`config.mk`:
```
export PLATFORM = sky130hd
export DESIGN_NAME = pipelined_barrel_shifter
export DESIGN_NICKNAME = d
export VERILOG_FILES = /design/src/rtl/pipelined_barrel_shifter.sv
export SDC_FILE = /design/constraint.sdc
export NUM_CORES = 1
export LEC_CHECK = 0
export BUFFER_PORTS_ARGS = -buffer_cell sky130_fd_sc_hd__buf_2
export CORE_MARGIN = 4
export CORE_UTILIZATION = 64
export DETAILED_ROUTE_END_ITERATION = 16
export PLACE_DENSITY = 0.85
export SYNTH_ARGS = -nofsm -noshare
export SYNTH_HDL_FRONTEND = slang
export SYNTH_SLANG_ARGS = --single-unit
```
`constraint.sdc`:
```
create_clock -name clk -period 4.02 [get_ports clk]
set_input_delay 0.804 -clock clk [delete_from_list [all_inputs] [get_ports clk]]
set_output_delay 0.804 -clock clk [all_outputs]
set_load 0.05 [all_outputs]
```
`src/rtl/pipelined_barrel_shifter.sv`:
```
// Pipelined rotate / logical / arithmetic shifter, one register stage per binary shift level.
// Optional out_zero result flag is built when BSH_ZERO_FLAG_EN is defined.
module pipelined_barrel_shifter #(
    parameter int WIDTH = 16
) (
    input  logic                     clk,
    input  logic                     rst_n,
    input  logic                     in_valid,
    output logic                     in_ready,
    input  logic [WIDTH-1:0]         in_data,
    input  logic [$clog2(WIDTH)-1:0] in_amt,
    input  logic [1:0]               in_mode,
    input  logic                     in_dir,
    output logic                     out_valid,
    input  logic                     out_ready,
    output logic [WIDTH-1:0]         out_data
`ifdef BSH_ZERO_FLAG_EN
    ,
    output logic                     out_zero
`endif
);
    localparam int LOG2W = $clog2(WIDTH);
    localparam logic [1:0] MODE_ROT   = 2'b00;
    localparam logic [1:0] MODE_ARITH = 2'b10;

    // Shift by a fixed power of two; reserved mode 11 falls into the logical branch.
    function automatic logic [WIDTH-1:0] shift_pow2(input logic [WIDTH-1:0] d, input int s,
                                                    input logic [1:0] mode, input logic dir);
        logic [2*WIDTH-1:0] dd;
        logic [WIDTH-1:0]   r;
        dd = {d, d};
        if (mode == MODE_ROT) begin
            if (dir) begin
                dd = dd >> s;
                r  = dd[WIDTH-1:0];
            end else begin
                dd = dd << s;
                r  = dd[2*WIDTH-1:WIDTH];
            end
        end else if (dir) begin
            if (mode == MODE_ARITH) r = $signed(d) >>> s;
            else                    r = d >> s;
        end else begin
            r = d << s;
        end
        return r;
    endfunction

    logic [LOG2W-1:0] vld;
    logic [LOG2W-1:0] load;

    // A stage may load when empty or when its current content leaves this cycle.
    always_comb begin
        load = '0;
        load[LOG2W-1] = !vld[LOG2W-1] || out_ready;
        for (int k = LOG2W - 2; k >= 0; k--)
            load[k] = !vld[k] || load[k+1];
    end

    assign in_ready = load[0];

    for (genvar k = 0; k < LOG2W; k++) begin : g_stage
        logic               v_in;
        logic [WIDTH-1:0]   d_in;
        logic [LOG2W-1-k:0] a_in;
        logic [1:0]         m_in;
        logic               r_in;
        logic [WIDTH-1:0]   d_shift;
        logic               v_r;
        logic [WIDTH-1:0]   d_r;

        if (k == 0) begin : g_src
            assign v_in = in_valid;
            assign d_in = in_data;
            assign a_in = in_amt;
            assign m_in = in_mode;
            assign r_in = in_dir;
        end else begin : g_src
            assign v_in = g_stage[k-1].v_r;
            assign d_in = g_stage[k-1].d_r;
            assign a_in = g_stage[k-1].g_fwd.a_r;
            assign m_in = g_stage[k-1].g_fwd.m_r;
            assign r_in = g_stage[k-1].g_fwd.r_r;
        end

        // a_in[0] is always this stage's amount bit; consumed bits are dropped downstream.
        assign d_shift = a_in[0] ? shift_pow2(d_in, 1 << k, m_in, r_in) : d_in;

        always_ff @(posedge clk or negedge rst_n) begin
            if (!rst_n) begin
                v_r <= 1'b0;
                d_r <= '0;
            end else if (load[k]) begin
                v_r <= v_in;
                if (v_in) d_r <= d_shift;
            end
        end

        assign vld[k] = v_r;

        if (k < LOG2W - 1) begin : g_fwd
            logic [LOG2W-2-k:0] a_r;
            logic [1:0]         m_r;
            logic               r_r;
            always_ff @(posedge clk or negedge rst_n) begin
                if (!rst_n) begin
                    a_r <= '0;
                    m_r <= '0;
                    r_r <= 1'b0;
                end else if (load[k] && v_in) begin
                    a_r <= a_in[LOG2W-1-k:1];
                    m_r <= m_in;
                    r_r <= r_in;
                end
            end
        end
    end

    assign out_valid = vld[LOG2W-1];
    assign out_data  = g_stage[LOG2W-1].d_r;

`ifdef BSH_ZERO_FLAG_EN
    always_ff @(posedge clk or negedge rst_n) begin
        if (!rst_n)
            out_zero <= 1'b0;
        else if (load[LOG2W-1] && g_stage[LOG2W-1].v_in)
            out_zero <= ~|g_stage[LOG2W-1].d_shift;
    end
`endif

endmodule

```
* Word-level counts from Yosys, hierarchy flattened *
Cells that the tools add are included.
Widths: inputs -> output; s select.

storage, ports and cells
  output and inout bits = 18
  register bits after elaboration = 83
  word-level logic and storage cells = 59
  bits of input ports = 27

cells by class
  equal/unequal tests = 4
  mux-type cells = 19
  reduce and logical (&&, ||, !) cells = 19

operator list
  cell                count
  $mux 16             19
  $eq 2x2->1 const B  4
  $logic_not 2->1     4
  $reduce_and 2->1    4
  $logic_not 1->1     4
  $logic_or 1x1->1    4
  $logic_and 1x1->1   3

* Logic depth before layout (Yosys ltp) *
  word-level depth = 6
  depth in mapped cells = 5
  mapped depth without buffers = 3

* Worst setup path before layout *
Ideal clock, no wire load.

  kind = input port to output port
  from = input port out_ready
  to = output port in_ready
  data arrival time = 1.434 ns
  path buffers = 0
  required time = 3.216 ns
  slack = 1.782 ns
  stages on the path = 2
  cells stage by stage = and4b_4 > nand2_1

on the way
  cells in the longest elaborated chain, start to end = 4

ends and longest elaborated chain
  what                            line  RTL
  start: declaration              15    input logic out_ready,
  $logic_or 1x1->1                55    load[LOG2W-1] = !vld[LOG2W-1] || out_ready;
  $logic_or 1x1->1 (3 in series)  57    load[k] = !vld[k] || load[k+1];
  end: declaration                9     output logic in_ready,

No other way between the ends.

* Worst setup path after layout *
Ends and elaborated chain as after synthesis.

==> metrics.txt <==
# H-tree levels 3; clock skew roughly 8.5 ps; DR iter-0 viols between 150 and 200; sequential fraction of design power ~45%; # rows 30; Post-CTS Setup Bufs 0; layout cells sized above 1 a little over a quarter; largest net degree at the start of global routing 84; Int Pwr roughly 2.0 mW; die span in x a little over 90 um; Final Power between 3 and 4 mW; WL final a little under 9 mm; I/O Buffers 44; Relative slew margins between 30% and 40%; leading cell type in the layout, fill and taps excluded dfrtp_1; GP Congestion ~0.84; Core Util, Final a little under three quarters; gr usage total ~22%; Initial Utilization 66.6%; Hold Vio Cnt, Final 0; top achievable clock speed between 400 and 500 MHz; Syn Area/Cell between 10 and 15 sq um; leakage power roughly 2.1 nW; area of the multi-input gates about 2300 sq um; Vias 3,229; Worst-path clk slew about 70 ps; post-synthesis compound-gate area fraction 14.7%; drt first pass iters 4; syn_nets between 400 and 500; Post-synth EDFFs 0; Yosys warnings 0; antenna cells 0; antenna violations before repair 0; CTS Sinks 83; PwrDens between 600 and 700 nW/um^2; Post-Synth Adder-Cell Area 0%; CP required 3220 ps; wire length per cell approximately 16 um; via/cell ratio between 6 and 7; Worst Max-Slew Pin Slew between 1000 and 1500 ps; Synth Register Bits between 80 and 90; hold_ws between 400 and 500 ps; Max Root-Sink Buffers 2; Resize count post-CTS 0; minimum clock period 2340 ps; multiplexer share of the synthesized area approximately 23%; Sum Neg Setup Slack 0 ps; most frequent cells in the layout 83 x dfrtp_1, 50 x a21oi_1, 43 x buf_2; CTS tree yes; Seq/Total Area, Yosys roughly 45%; CP Data Arrival Time between 1500 and 2000 ps; crit share post-route 58.3%; Sw Share between 40% and 50%; Startpoint Class primary input; Nets roughly 460; first-pass GRT wire length 15.4 mm; clk root buf clkbuf_8; drt drc 0; total die area roughly 8600 sq um; Synth cell types 34; status completed; Worst Path Class, Setup in -> out; cts-stage hold buffer count 0; XOR/XNOR Fraction of Synth Area 0%; post-DP HPWL 6.41 mm; area of the mapped netlist 4580 sq um; Synth Instances roughly 420; fillers ~500; Comb power frac between 30% and 40%; largest family of logic cells by synthesized area multiplexers; total gr overflow 0; vias in the first global route 3,104; Slew Limit Fails 0; Synth Flop Type dfrtp_1; clock power share approximately 17%; CP Max Fanout 4; max_cap viols 0; Worst VDD drop between 0.2 and 0.3 mV; Switching Power about 1.3 mW; Area Overhead vs Synth 7.82%; Core Footprint 6870 sq um; Clock Latency Late Sink around 350 ps; Register Area slightly above 2000 sq um; Hold Crit Class reg -> reg; RSZ-0062 raised after global routing no; I/O Pins 45; CTS Buf Count 9; ANT nets after route 0; Post-Synth Simple-Gate Area about an eighth; Critical Path Sink Type output port; Die Height between 90 and 100 um; asr flop ratio synth between 90% and 100%; Final setup violation count 0
==> area by class of cell <==
type / instances / share of cell area (%)
multi-input cells: 297 / 47.1
flip-flops and latches: 83 / 42.1
repair buffers: 45 / 4.67
clock buffers: 11 / 2.87
well taps: 96 / 2.43
clock inverters: 3 / 0.811
inverters: 1 / 0.0761
==> worst paths after layout <==
path | cells past startpoint | to | slack (ps) | from
max | 4 | in_ready | 1680 | out_ready
min | 1 | out_data[12]$_DFFE_PN0P_ | 490 | out_data[12]$_DFFE_PN0P_
max reg2reg | 3 | g_stage[0].g_fwd.r_r$_DFFE_PN0P_ | 2020 | g_stage[1].v_r$_DFFE_PN0P_
min reg2reg | 1 | out_data[12]$_DFFE_PN0P_ | 490 | out_data[12]$_DFFE_PN0P_
max in group asynchronous | 1 | g_stage[1].d_r[7]$_DFFE_PN0P_ | 2750 | rst_n
min in group asynchronous | 1 | out_data[5]$_DFFE_PN0P_ | 620 | rst_n
==> critical path: stages <==
cell,delay [ps]
buf_2,110
and4b_4,340
nand2_1,70
buf_2,220
==> cell families after synthesis <==
kind of cell           after synthesis
AOI/OAI and AO/OA                  105
and+or+nand+nor                    101
muxes                               91
DFF                                 83
buffers and inverters               35
==> sequential cells by signal, indices dropped and copies added (netlist names) <==
name / cells
g_stage.v_r: 3
out_data: 16
g_stage.g_fwd.r_r: 3
g_stage.g_fwd.a_r: 6
g_stage.d_r: 48
g_stage.g_fwd.m_r: 6
out_valid: 1
==> cells in the mapped netlist, types with 7 or more instances <==
library cell / instances / share of area, %
a211oi_1: 8 / 1.3
a21oi_1: 50 / 5.5
a31oi_1: 15 / 2.1
buf_2: 12 / 1.3
clkbuf_1: 14 / 1.1
dfrtp_1: 83 / 45
mux2_2: 36 / 8.9
mux2_4: 20 / 6.6
mux2i_1: 34 / 7.4
nand2_1: 11 / 0.90
nor2_1: 42 / 3.4
nor2b_1: 14 / 1.9
o211ai_1: 14 / 2.3
o2bb2ai_1: 14 / 2.7
or4b_1: 7 / 1.5
==> through the flow <==
stage	instance area (sq um)	cells	setup WS (ps)
2_1_floorplan	4580	415	1780
3_3_place_gp	4750	522	1630
3_5_place_dp	4750	522	1580
4_1_cts	4930	536	1670
5_1_grt	4930	536	1640
6_report	4930	536	1680
==> power groups by stage <==
stage / clock (mW) / combinational (mW) / sequential [mW]
floorplan: 0 / 0.819 / 1.61
global placement: 0 / 1.20 / 1.47
detailed placement: 0 / 1.24 / 1.50
CTS: 0.576 / 1.25 / 1.48
global route: 0.622 / 1.34 / 1.54
finish: 0.569 / 1.24 / 1.49
==> routing by layer <==
layer,share of wire (%),track usage [%],up-vias
li1,-,-,1585
met1,45,29.9,1569
met2,50,37.2,62
met3,4.0,5.20,13
met4,1.4,5.57,0
met5,0,0,-
No activity file was read; power rests on OpenSTA's default activity.
